[src/rtl/spi_master_io_pkg.sv]
// Shared encodings, widths and helpers for the SPI master IO block.
// The state encodings and command codes are common with the SPI slave IO side.
package spi_master_io_pkg;

    localparam int unsigned SPI_DW  = 64;
    localparam int unsigned BYTE_W  = 8;
    localparam int unsigned SIZE_W  = 4;
    localparam int unsigned DIV_W   = 8;
    localparam int unsigned STATE_W = 3;

    localparam logic [STATE_W-1:0] SPI_M_IDLE  = 3'd0;
    localparam logic [STATE_W-1:0] SPI_M_SETUP = 3'd1;
    localparam logic [STATE_W-1:0] SPI_M_SHIFT = 3'd2;
    localparam logic [STATE_W-1:0] SPI_M_HOLD  = 3'd3;
    localparam logic [STATE_W-1:0] SPI_M_GAP   = 3'd4;

    localparam logic [7:0] SPI_WR    = 8'h02;
    localparam logic [7:0] SPI_RD    = 8'h03;
    localparam logic [7:0] SPI_FETCH = 8'h0B;

    // Transfer configuration captured at accept time.
    typedef struct packed {
        logic             cpol;
        logic             cpha;
        logic             lsbfirst;
        logic [DIV_W-1:0] clkdiv;
    } spi_cfg_t;

    // Position of the idx-th transmitted bit within its byte.
    function automatic logic [2:0] bit_pos(input logic lsbfirst, input logic [2:0] idx);
        return lsbfirst ? idx : 3'(3'd7 - idx);
    endfunction

    function automatic logic size_legal(input logic [SIZE_W-1:0] size,
                                        input int unsigned max_bytes);
        return (size != '0) && (32'(size) <= max_bytes);
    endfunction

endpackage

[src/rtl/spi_master_clkgen.sv]
// Half-period divider for the SPI master: produces sclk and marks the
// clk cycle on which the next leading or trailing sclk edge is launched.
module spi_master_clkgen
    import spi_master_io_pkg::*;
(
    input  logic             clk,
    input  logic             nreset,
    input  logic             restart_i,
    input  logic             run_i,
    input  logic             cpol_i,
    input  logic [DIV_W-1:0] clkdiv_i,
    output logic             tick_c,
    output logic             lead_c,
    output logic             trail_c,
    output logic             sclk_o
);

    logic [DIV_W-1:0] cnt_q, cnt_d;
    logic             sclk_q, sclk_d;

    // A half-period ends on the cycle the counter reaches clkdiv.
    assign tick_c  = (cnt_q == clkdiv_i);
    assign lead_c  = run_i && tick_c && (sclk_q == cpol_i);
    assign trail_c = run_i && tick_c && (sclk_q != cpol_i);
    assign sclk_o  = sclk_q;

    always_comb begin
        cnt_d  = cnt_q + DIV_W'(1);
        sclk_d = cpol_i;
        if (restart_i || tick_c) begin
            cnt_d = '0;
        end
        if (run_i) begin
            sclk_d = tick_c ? ~sclk_q : sclk_q;
        end
    end

    always_ff @(posedge clk or negedge nreset) begin
        if (!nreset) begin
            cnt_q  <= '0;
            sclk_q <= 1'b0;
        end else begin
            cnt_q  <= cnt_d;
            sclk_q <= sclk_d;
        end
    end

endmodule

[src/rtl/spi_master_io.sv]
// SPI master IO: accepts 1..8 byte full-duplex transfers and drives ss/sclk/mosi.
// Build option SPI_MASTER_RX_EN: capture miso into rx_data; otherwise rx_data is 0.
module spi_master_io
    import spi_master_io_pkg::*;
#(
    parameter int unsigned DW = SPI_DW
) (
    input  logic              clk,
    input  logic              nreset,
    input  logic              spi_en,
    input  logic              cpol,
    input  logic              cpha,
    input  logic              lsbfirst,
    input  logic [DIV_W-1:0]  clkdiv,
    input  logic              access_in,
    input  logic [DW-1:0]     tx_data,
    input  logic [SIZE_W-1:0] tx_size,
    output logic              wait_out,
    output logic              access_out,
    output logic [DW-1:0]     rx_data,
    output logic              ss,
    output logic              sclk,
    output logic              mosi,
    input  logic              miso
);

    localparam int unsigned IDX_W     = $clog2(DW);
    localparam int unsigned EDGE_W    = IDX_W + 1;
    localparam int unsigned MAX_BYTES = DW / BYTE_W;

    logic [STATE_W-1:0] state_q, state_d;
    spi_cfg_t           cfg_q, cfg_d;
    logic [SIZE_W-1:0]  size_q, size_d;
    logic [DW-1:0]      tx_q, tx_d;
    logic [EDGE_W-1:0]  edge_q, edge_d;
    logic               ss_q, ss_d;
    logic               mosi_q, mosi_d;
    logic               wait_q, wait_d;
    logic               done_q, done_d;

    logic               restart_c, run_c, cpol_c;
    logic               tick_c, lead_c, trail_c;
    logic [EDGE_W-1:0]  last_edge_c;
    logic [IDX_W-1:0]   bit_c, next_bit_c;
    logic               sample_c;

`ifdef SPI_MASTER_RX_EN
    logic [DW-1:0]      rx_q, rx_d;
    logic [DW-1:0]      rx_data_q, rx_data_d;
`else
    logic               miso_unused_c;
    assign miso_unused_c = miso;
`endif

    // Map a serial bit sequence number onto its position in the data word.
    function automatic logic [IDX_W-1:0] bit_index(input logic lsb, input logic [IDX_W-1:0] seq);
        return {seq[IDX_W-1:3], bit_pos(lsb, seq[2:0])};
    endfunction

    assign run_c       = (state_q == SPI_M_SHIFT) && spi_en;
    assign cpol_c      = (state_q == SPI_M_IDLE) ? cpol : cfg_q.cpol;
    assign last_edge_c = EDGE_W'({size_q, 4'b0000} - (SIZE_W + 4)'(1));
    assign bit_c       = edge_q[EDGE_W-1:1];
    assign next_bit_c  = bit_c + IDX_W'(1);
    assign sample_c    = cfg_q.cpha ? trail_c : lead_c;

    spi_master_clkgen u_clkgen (
        .clk       (clk),
        .nreset    (nreset),
        .restart_i (restart_c),
        .run_i     (run_c),
        .cpol_i    (cpol_c),
        .clkdiv_i  (cfg_q.clkdiv),
        .tick_c    (tick_c),
        .lead_c    (lead_c),
        .trail_c   (trail_c),
        .sclk_o    (sclk)
    );

    always_comb begin
        state_d   = state_q;
        cfg_d     = cfg_q;
        size_d    = size_q;
        tx_d      = tx_q;
        edge_d    = edge_q;
        ss_d      = ss_q;
        mosi_d    = mosi_q;
        wait_d    = wait_q;
        done_d    = 1'b0;
        restart_c = 1'b0;
`ifdef SPI_MASTER_RX_EN
        rx_d      = rx_q;
        rx_data_d = rx_data_q;
`endif

        if ((state_q != SPI_M_IDLE) && !spi_en) begin
            // Abort: release the bus at once and drop the transfer silently.
            state_d   = SPI_M_IDLE;
            ss_d      = 1'b1;
            mosi_d    = 1'b0;
            wait_d    = 1'b0;
            restart_c = 1'b1;
        end else begin
            case (state_q)
                SPI_M_IDLE: begin
                    if (access_in && spi_en && !wait_q && size_legal(tx_size, MAX_BYTES)) begin
                        state_d   = SPI_M_SETUP;
                        cfg_d     = '{cpol: cpol, cpha: cpha, lsbfirst: lsbfirst, clkdiv: clkdiv};
                        size_d    = tx_size;
                        tx_d      = tx_data;
                        edge_d    = '0;
                        ss_d      = 1'b0;
                        wait_d    = 1'b1;
                        restart_c = 1'b1;
                        mosi_d    = cpha ? 1'b0 : tx_data[bit_index(lsbfirst, '0)];
`ifdef SPI_MASTER_RX_EN
                        rx_d      = '0;
`endif
                    end
                end
                SPI_M_SETUP: begin
                    if (tick_c) begin
                        state_d   = SPI_M_SHIFT;
                        restart_c = 1'b1;
                    end
                end
                SPI_M_SHIFT: begin
                    if (lead_c || trail_c) begin
                        edge_d = edge_q + EDGE_W'(1);
                        if (lead_c && cfg_q.cpha) begin
                            mosi_d = tx_q[bit_index(cfg_q.lsbfirst, bit_c)];
                        end
                        if (trail_c && !cfg_q.cpha) begin
                            mosi_d = tx_q[bit_index(cfg_q.lsbfirst, next_bit_c)];
                        end
`ifdef SPI_MASTER_RX_EN
                        if (sample_c) begin
                            rx_d[bit_index(cfg_q.lsbfirst, bit_c)] = miso;
                        end
`endif
                        if (edge_q == last_edge_c) begin
                            state_d   = SPI_M_HOLD;
                            mosi_d    = 1'b0;
                            restart_c = 1'b1;
                        end
                    end
                end
                SPI_M_HOLD: begin
                    if (tick_c) begin
                        state_d   = SPI_M_GAP;
                        ss_d      = 1'b1;
                        restart_c = 1'b1;
                    end
                end
                SPI_M_GAP: begin
                    if (tick_c) begin
                        state_d   = SPI_M_IDLE;
                        wait_d    = 1'b0;
                        done_d    = 1'b1;
                        restart_c = 1'b1;
`ifdef SPI_MASTER_RX_EN
                        rx_data_d = rx_q;
`endif
                    end
                end
                default: begin
                    state_d = SPI_M_IDLE;
                    ss_d    = 1'b1;
                    wait_d  = 1'b0;
                end
            endcase
        end
    end

    always_ff @(posedge clk or negedge nreset) begin
        if (!nreset) begin
            state_q <= SPI_M_IDLE;
            cfg_q   <= '0;
            size_q  <= '0;
            tx_q    <= '0;
            edge_q  <= '0;
            ss_q    <= 1'b1;
            mosi_q  <= 1'b0;
            wait_q  <= 1'b0;
            done_q  <= 1'b0;
        end else begin
            state_q <= state_d;
            cfg_q   <= cfg_d;
            size_q  <= size_d;
            tx_q    <= tx_d;
            edge_q  <= edge_d;
            ss_q    <= ss_d;
            mosi_q  <= mosi_d;
            wait_q  <= wait_d;
            done_q  <= done_d;
        end
    end

`ifdef SPI_MASTER_RX_EN
    always_ff @(posedge clk or negedge nreset) begin
        if (!nreset) begin
            rx_q      <= '0;
            rx_data_q <= '0;
        end else begin
            rx_q      <= rx_d;
            rx_data_q <= rx_data_d;
        end
    end

    assign rx_data = rx_data_q;
`else
    assign rx_data = '0;
`endif

    assign ss         = ss_q;
    assign mosi       = mosi_q;
    assign wait_out   = wait_q;
    assign access_out = done_q;

endmodule

[config.mk]
export PLATFORM = sky130hd
export DESIGN_NAME = spi_master_io
export DESIGN_NICKNAME = d
export VERILOG_FILES = /design/src/rtl/spi_master_io_pkg.sv /design/src/rtl/spi_master_clkgen.sv /design/src/rtl/spi_master_io.sv
export SDC_FILE = /design/constraint.sdc
export NUM_CORES = 1
export LEC_CHECK = 0
export BUFFER_PORTS_ARGS = -buffer_cell sky130_fd_sc_hd__buf_2
export CAP_MARGIN = 10
export CORE_MARGIN = 2
export CORE_UTILIZATION = 55
export DETAILED_ROUTE_END_ITERATION = 8
export GPL_ROUTABILITY_DRIVEN = 0
export PLACE_DENSITY = 0.93
export SLEW_MARGIN = 20
export SYNTH_ARGS = -nofsm -noshare
export SYNTH_HDL_FRONTEND = slang
export SYNTH_SLANG_ARGS = --single-unit
[constraint.sdc]
create_clock -name clk -period 3.7 [get_ports clk]
set_input_delay 0.74 -clock clk [delete_from_list [all_inputs] [get_ports clk]]
set_output_delay 0.74 -clock clk [all_outputs]
set_load 0.1 [all_outputs]
# == Word-level counts from Yosys, hierarchy flattened ==
# Cells that the tools add are included.
# Widths: inputs -> output; s select.
# totals
reg_bits,101
# classes
eq_ne,20
magnitude_cmp,4
bitwise_logic,2
muxes,48
reduce_logical,30
addsub,6
# op_table
cell,count
$mux 3,10
$mux 1,26
$pmux 3 s5,1
$lt 6x7->1 const B,2
$mux 7,2
$pmux 7 s2,1
$bmux 1 s6,2
$logic_and 1x1->1,11
$ne 3x1->1 const B,3
$ne 3x2->1 const B,3
$pmux 1 s3,3
$reduce_and 3->1,3
$reduce_or 3->1,3
$add 8x1->8 const B,1
$eq 8x8->1,1
$mux 8,1
$ne 2x1->1 const B,4
$reduce_and 4->1,2
$add 7x1->7 const B,1
$eq 7x7->1,1
$lt 3x7->1 const B,1
$sub 7x1->7 const B,1
$add 6x1->6 const B,1
$eq 3x2->1 const B,2
other kinds (18),24

# == Depth between registers and ports, before layout ==
# depth
depth_word,11
ltp_mapped,10

# == By module ==
# A second synthesis with hierarchy kept.
# hier_totals
hier_cells,553
hier_area_um2,6491.2
# modules_own_cells
mod,n_inst,area_per_inst_um2,cells_each
spi_master_io,1,5954.5,503
spi_master_clkgen,1,536.8,50

# == Least setup slack after synthesis ==
# OpenSTA, ideal clock, no wires.
# synth_timing
kind,register to register
start,reg edge_q[1]
end,reg mosi_q (netlist: mosi)
required_time_ns,3.563
period_less_slack_ns,2.577
setup_slack_ns,1.123
t_arrival_ns,2.440
path_stages_with_launch,9
cell_sequence,dfrtp_1 > ha_1 > xnor2_1 > mux4_1 > mux2_2 > or3_1 > and3_1 > a41oi_2 > a31oi_1
# synth_via
elab_chain_cells,10
elab_cells_between_ends,18
cone_classes,add/sub (3); eq/ne (2); mux (12); reduce/logical (1)
# synth_rtl
element,line,rtl
start: declaration,spi_master_io.sv:35,"logic [EDGE_W-1:0] edge_q, edge_d;"
start signal: assignment,spi_master_io.sv:191,edge_q <= edge_d;
$add 6x1->6 / $sub 3x3->3 (equally long branches),"spi_master_io.sv:64, spi_master_io_pkg.sv:31",
$sub 3x3->3 / $mux 3 (equally long branches),spi_master_io_pkg.sv:31,return lsbfirst ? idx : 3'(3'd7 - idx);
$mux 3 / $bmux 1 s6 (equally long branches),"spi_master_io_pkg.sv:31, spi_master_io.sv:131",
$bmux 1 s6 / $mux 1 (equally long branches),"spi_master_io.sv:134, spi_master_io.sv:131",
"$mux 1, on equally long branches","spi_master_io.sv:134, spi_master_io.sv:130",
$mux 1,spi_master_io.sv:133,if (trail_c && !cfg_q.cpha) begin
$mux 1,spi_master_io.sv:141,if (edge_q == last_edge_c) begin
$mux 1,spi_master_io.sv:128,if (lead_c || trail_c) begin
$pmux 1 s2,spi_master_io.sv:104,case (state_q)
$mux 1,spi_master_io.sv:96,if ((state_q != SPI_M_IDLE) && !spi_en) begin
end signal: assignment,spi_master_io.sv:193,mosi_q <= mosi_d;
end: declaration,spi_master_io.sv:37,"logic mosi_q, mosi_d;"
# Several ways; a longest one is shown, not always the timed one. The select of a mux whose other input is x is not followed.
# A chain may end at the register's enable or synchronous reset.

# == Worst setup path in the final report ==
# layout_timing
start,reg edge_q[2]
end,reg mosi_q (netlist: mosi)
# Same word-level chain as after synthesis.

==> out/qor.csv <==
stage,metric,value,unit
run_status,status,"complete, no violations",
placement,port-buffer-count,87,
floorplanning,floorplan.die_area,0.01252,mm^2
yosys,synth_edf_count,0,
critical_path,critPathMostFrequentCell,sky130_fd_sc_hd__a31oi_1,
floorplanning,io-pin-count,153,
final_layout,fin_nets,701,
critical_path,worst-r2r-setup-slack,0.39,ns
critical_path,cp_data_required_time,3.91,ns
sta,hold_slack,0.4327,ns
min_path,hold_path_class,input pin to async pin,
final_layout,multi_input_comb_area,0.003435,mm^2
pwr,sw_frac_of_total,41.20,%
clocking,clk_pin_slew_worst_setup_hold_paths,0.06,ns
critical_path,criticalPathCategory,flip-flop to flip-flop,
sta,tns,0,ns
final_layout,insertedDiodeCount,0,
pwr,power.share.clock,15.7,%
critical_path,critical_path_maximum_fanout,16,
clocking,root_buffer,sky130_fd_sc_hd__clkbuf_16,
critical_path,regToRegStartpoint,edge_q[2],
floorplanning,coreArea,0.01137,mm^2
sta,fin_worst_skew,0.007750,ns
global_routing,number_of_antenna_violations_at_the_first_check_in_global_routing,0,
critical_path,cpPeakStageDelay,0.72,ns
floorplanning,die-height,111.9,um
clocking,clock_tree_from_tritoncts,built,
sta,final_period_minus_worst_setup_slack,3.313,ns
detailed_routing,drt_wl_total,14340,um
sta,rsz0062_at_grt,no,
detailed_routing,routed_wire_length_per_instance,18.84,um
sta,max_freq,0.3018,GHz
detailed_routing,detail-route-antenna-nets,0,
final_layout,filler_cell_count,820,
pwr,cell_internal_pwr,0.003773,W
global_routing,sum_of_overflow_across_all_layers_after_global_routing,0,
yosys,synthesis_stage_register_bit_count,101,
final_layout,final-seq-area,0.002529,mm^2
yosys,synthesis.area_per_instance,11.92,um^2
flow_run,drv.max_cap_violation_count,0,
yosys,ys_seq_area_share,39.50,%
clocking,tritoncts.num_buffers,9,
critical_path,crit_chain,ha_1 > xnor3_1 > mux4_1 > mux2_2 > nor4_1 > a31oi_1 > a41oi_2 > a31oi_1,
clocking,worstSkewPairLatency,0.35,ns
sta,finalHoldViolCount,0,
yosys,number_of_instances_in_the_synthesized_netlist,537,
detailed_routing,number_of_drc_markers_in_iteration_0,482,
pwr,power_consumption,0.006416,W
sta,worst-slew-pin-transition,0.7862,ns
pwr,power.share.combinational,50.5,%
critical_path,timing.critical_path.slowest_stage_cell,sky130_fd_sc_hd__dfrtp_1,
detailed_routing,via_per_inst,6.053,
yosys,ys_async_sr_fraction,100.0,%
critical_path,worst-r2r-cell-count,8,
floorplanning,die_w,111.9,um
critical_path,critical_path.reg2reg.endpoint,mosi,
pwr,power_density,915.2,mW/mm^2
critical_path,crit_path_start_kind,flip-flop,
sta,period_share,89.55,%
clocking,htree_levels,3,
yosys,synth-warning-count,0,
detailed_routing,firstDrtPassIters,8,
critical_path,worst_ep_arrival_time,3.52,ns
floorplanning,start_util,56.31,%
clocking,cts.repair_timing.setup_buffer_count,0,
sta,finalSetupViolCount,0,
global_routing,grt_first_pass_wirelength,23290,um
critical_path,end_kind,flip-flop,
clocking,cts.sinks,101,
yosys,yosysUniqueCellTypes,60,
detailed_routing,via_count,4606,
yosys,netlist_area,0.006402,mm^2
clocking,clockBufferDepth,2,
global_routing,via_count_of_the_first_global_routing_pass,4568,
final_layout,area_growth_syn_to_layout,9.498,%
pwr,p_seq_share,33.7,%
pwr,power.switching,0.002644,W
global_routing,pin_count_of_the_biggest_net_entering_global_routing,102,
pwr,power.ir.vdd_worst,0.6156,mV
yosys,synth_top_flop_cell,sky130_fd_sc_hd__dfrtp_1,
clocking,postCtsHoldBufs,0,
detailed_routing,drc_errors,0,
floorplanning,floorplan.rows,39,
placement,detailed_place_hpwl,9846,um
pwr,total_leakage_power,3.171,nW
sta,slew_viol_final,0,
global_routing,aggregate_global_route_resource_usage,23.39,%
final_layout,drive_gt1_share,35.28,%
clocking,postCtsResizedCells,0,
sta,max-slew-margin-rel,47.33,%
## layout by cell type (no fill, tap or decap), drive strengths merged, types with 2 or more instances in the layout
cell / synthesis / routed
or3: 3 / 3
a31oi: 5 / 5
nand2b: 8 / 8
nor2: 26 / 26
nor2b: 5 / 5
or2: 2 / 2
nor3: 7 / 7
and2: 3 / 3
xnor2: 21 / 21
conb: 1 / 64
and3: 5 / 5
nand4: 7 / 7
mux2i: 19 / 19
a311oi: 2 / 2
mux2: 87 / 87
a21oi: 14 / 14
nand3: 11 / 11
xnor3: 2 / 2
bufinv: 0 / 2
clkbuf: 9 / 13
a2111oi: 2 / 2
o211ai: 3 / 3
inv: 9 / 9
nor4: 7 / 7
mux4: 28 / 28
o22ai: 8 / 8
buf: 83 / 94
xor2: 15 / 15
o21ai: 8 / 8
a41oi: 2 / 2
nand2: 16 / 16
dfrtp: 100 / 100
ha: 4 / 4
## state kept, by name (all words and copies together), names as in the netlist
signal / count
wait_out: 1
edge_q: 7
access_out: 1
u_clkgen.sclk_o: 1
size_q: 3
mosi: 1
tx_q: 64
ss: 1
cfg_q: 11
u_clkgen.cnt_q: 8
state_q: 3
## worst max-delay path, delay by kind of cell (launching register included)
kind	cells	cell delay [ns]
AO/OA/AOI/OAI	3	0.40
AND/OR/NAND/NOR	1	0.27
multiplexers	2	0.69
adder cells (fa/ha/maj)	1	0.41
XOR/XNOR	1	0.68
flip-flops	1	0.72
## cells in the mapped netlist (11+ instances only)
| cell type | count | share of area [%] |
|---|---|---|
| sky130_fd_sc_hd__dfrtp_1 | 100 | 39 |
| sky130_fd_sc_hd__mux2_2 | 86 | 15 |
| sky130_fd_sc_hd__buf_4 | 66 | 7.7 |
| sky130_fd_sc_hd__nor2_1 | 26 | 1.5 |
| sky130_fd_sc_hd__xnor2_1 | 20 | 2.7 |
| sky130_fd_sc_hd__mux2i_1 | 19 | 3.0 |
| sky130_fd_sc_hd__mux4_2 | 17 | 6.0 |
| sky130_fd_sc_hd__nand2_1 | 16 | 0.94 |
| sky130_fd_sc_hd__a21oi_1 | 14 | 1.1 |
| sky130_fd_sc_hd__buf_2 | 14 | 1.1 |
| sky130_fd_sc_hd__xor2_1 | 14 | 1.9 |
| sky130_fd_sc_hd__mux4_1 | 11 | 4.5 |
| sky130_fd_sc_hd__nand3_1 | 11 | 0.86 |
## logic make-up (layout without fill, tap and decap cells)
logic type      after synthesis  count (layout)  synth area share [%]
xor+xnor                     38              38                 6.039
fa+ha+maj                     4               4                0.7817
mux                         134             134                 28.77
simple gates                104             104                 8.618
buf+inv                     101             119                 10.55
other cells                   1              64               0.05857
flops                       101             101                 39.50
compound gates               54              54                 5.687
## power by group through the flow
stage	logic [W]	registers [W]	clock network, W
after floorplan	0.00267	0.00203	0
after global placement	0.00302	0.00208	0
after detailed placement	0.00313	0.00215	0
after CTS	0.00319	0.00214	0.00102
after global routing	0.00342	0.00223	0.00107
final	0.00324	0.00216	0.00101
## routing by layer
metal / wire length (um) / global-route usage [%] / up-vias / part of all wire, %
li1: - / - / 1978 / -
met4: 631 / 10.62 / 0 / 4.4
met3: 1145 / 4.192 / 76 / 8.0
met5: 0 / 0 / - / 0
met2: 6983 / 39.68 / 347 / 49
met1: 5582 / 29.36 / 2205 / 39
## cell type report
type	count	area share (%)
multi-input combinational	398	48.99
sequential	101	36.07
timing repair buffer	94	7.353
clock buffer	13	3.570
tap	143	2.552
clock inverter	3	0.9816
inverter	9	0.4819
## through the flow
stage                     std cells  util (%)  worst slack, ns  instance area [um^2]
final                           761     61.66           0.3867                  7010
after floorplan                 600         -            1.123                  6639
after CTS                       761     61.66           0.4902                  7010
after detailed placement        745     58.85           0.5225                  6691
after global routing            761     61.66           0.2432                  7010
after global placement          745     58.85           0.6130                  6691
## worst max path at each step
stage | startpoint | to | slack [ns] | depth (start not counted)
after floorplan | edge_q[1] | mosi | 1.12 | 8
after global placement | edge_q[2] | mosi | 0.61 | 8
after detailed placement | edge_q[2] | mosi | 0.52 | 8
after CTS | edge_q[2] | mosi | 0.49 | 8
after global routing | edge_q[2] | mosi | 0.24 | 8
final | edge_q[2] | mosi | 0.39 | 8
No activity file was read; power rests on OpenSTA's default activity.
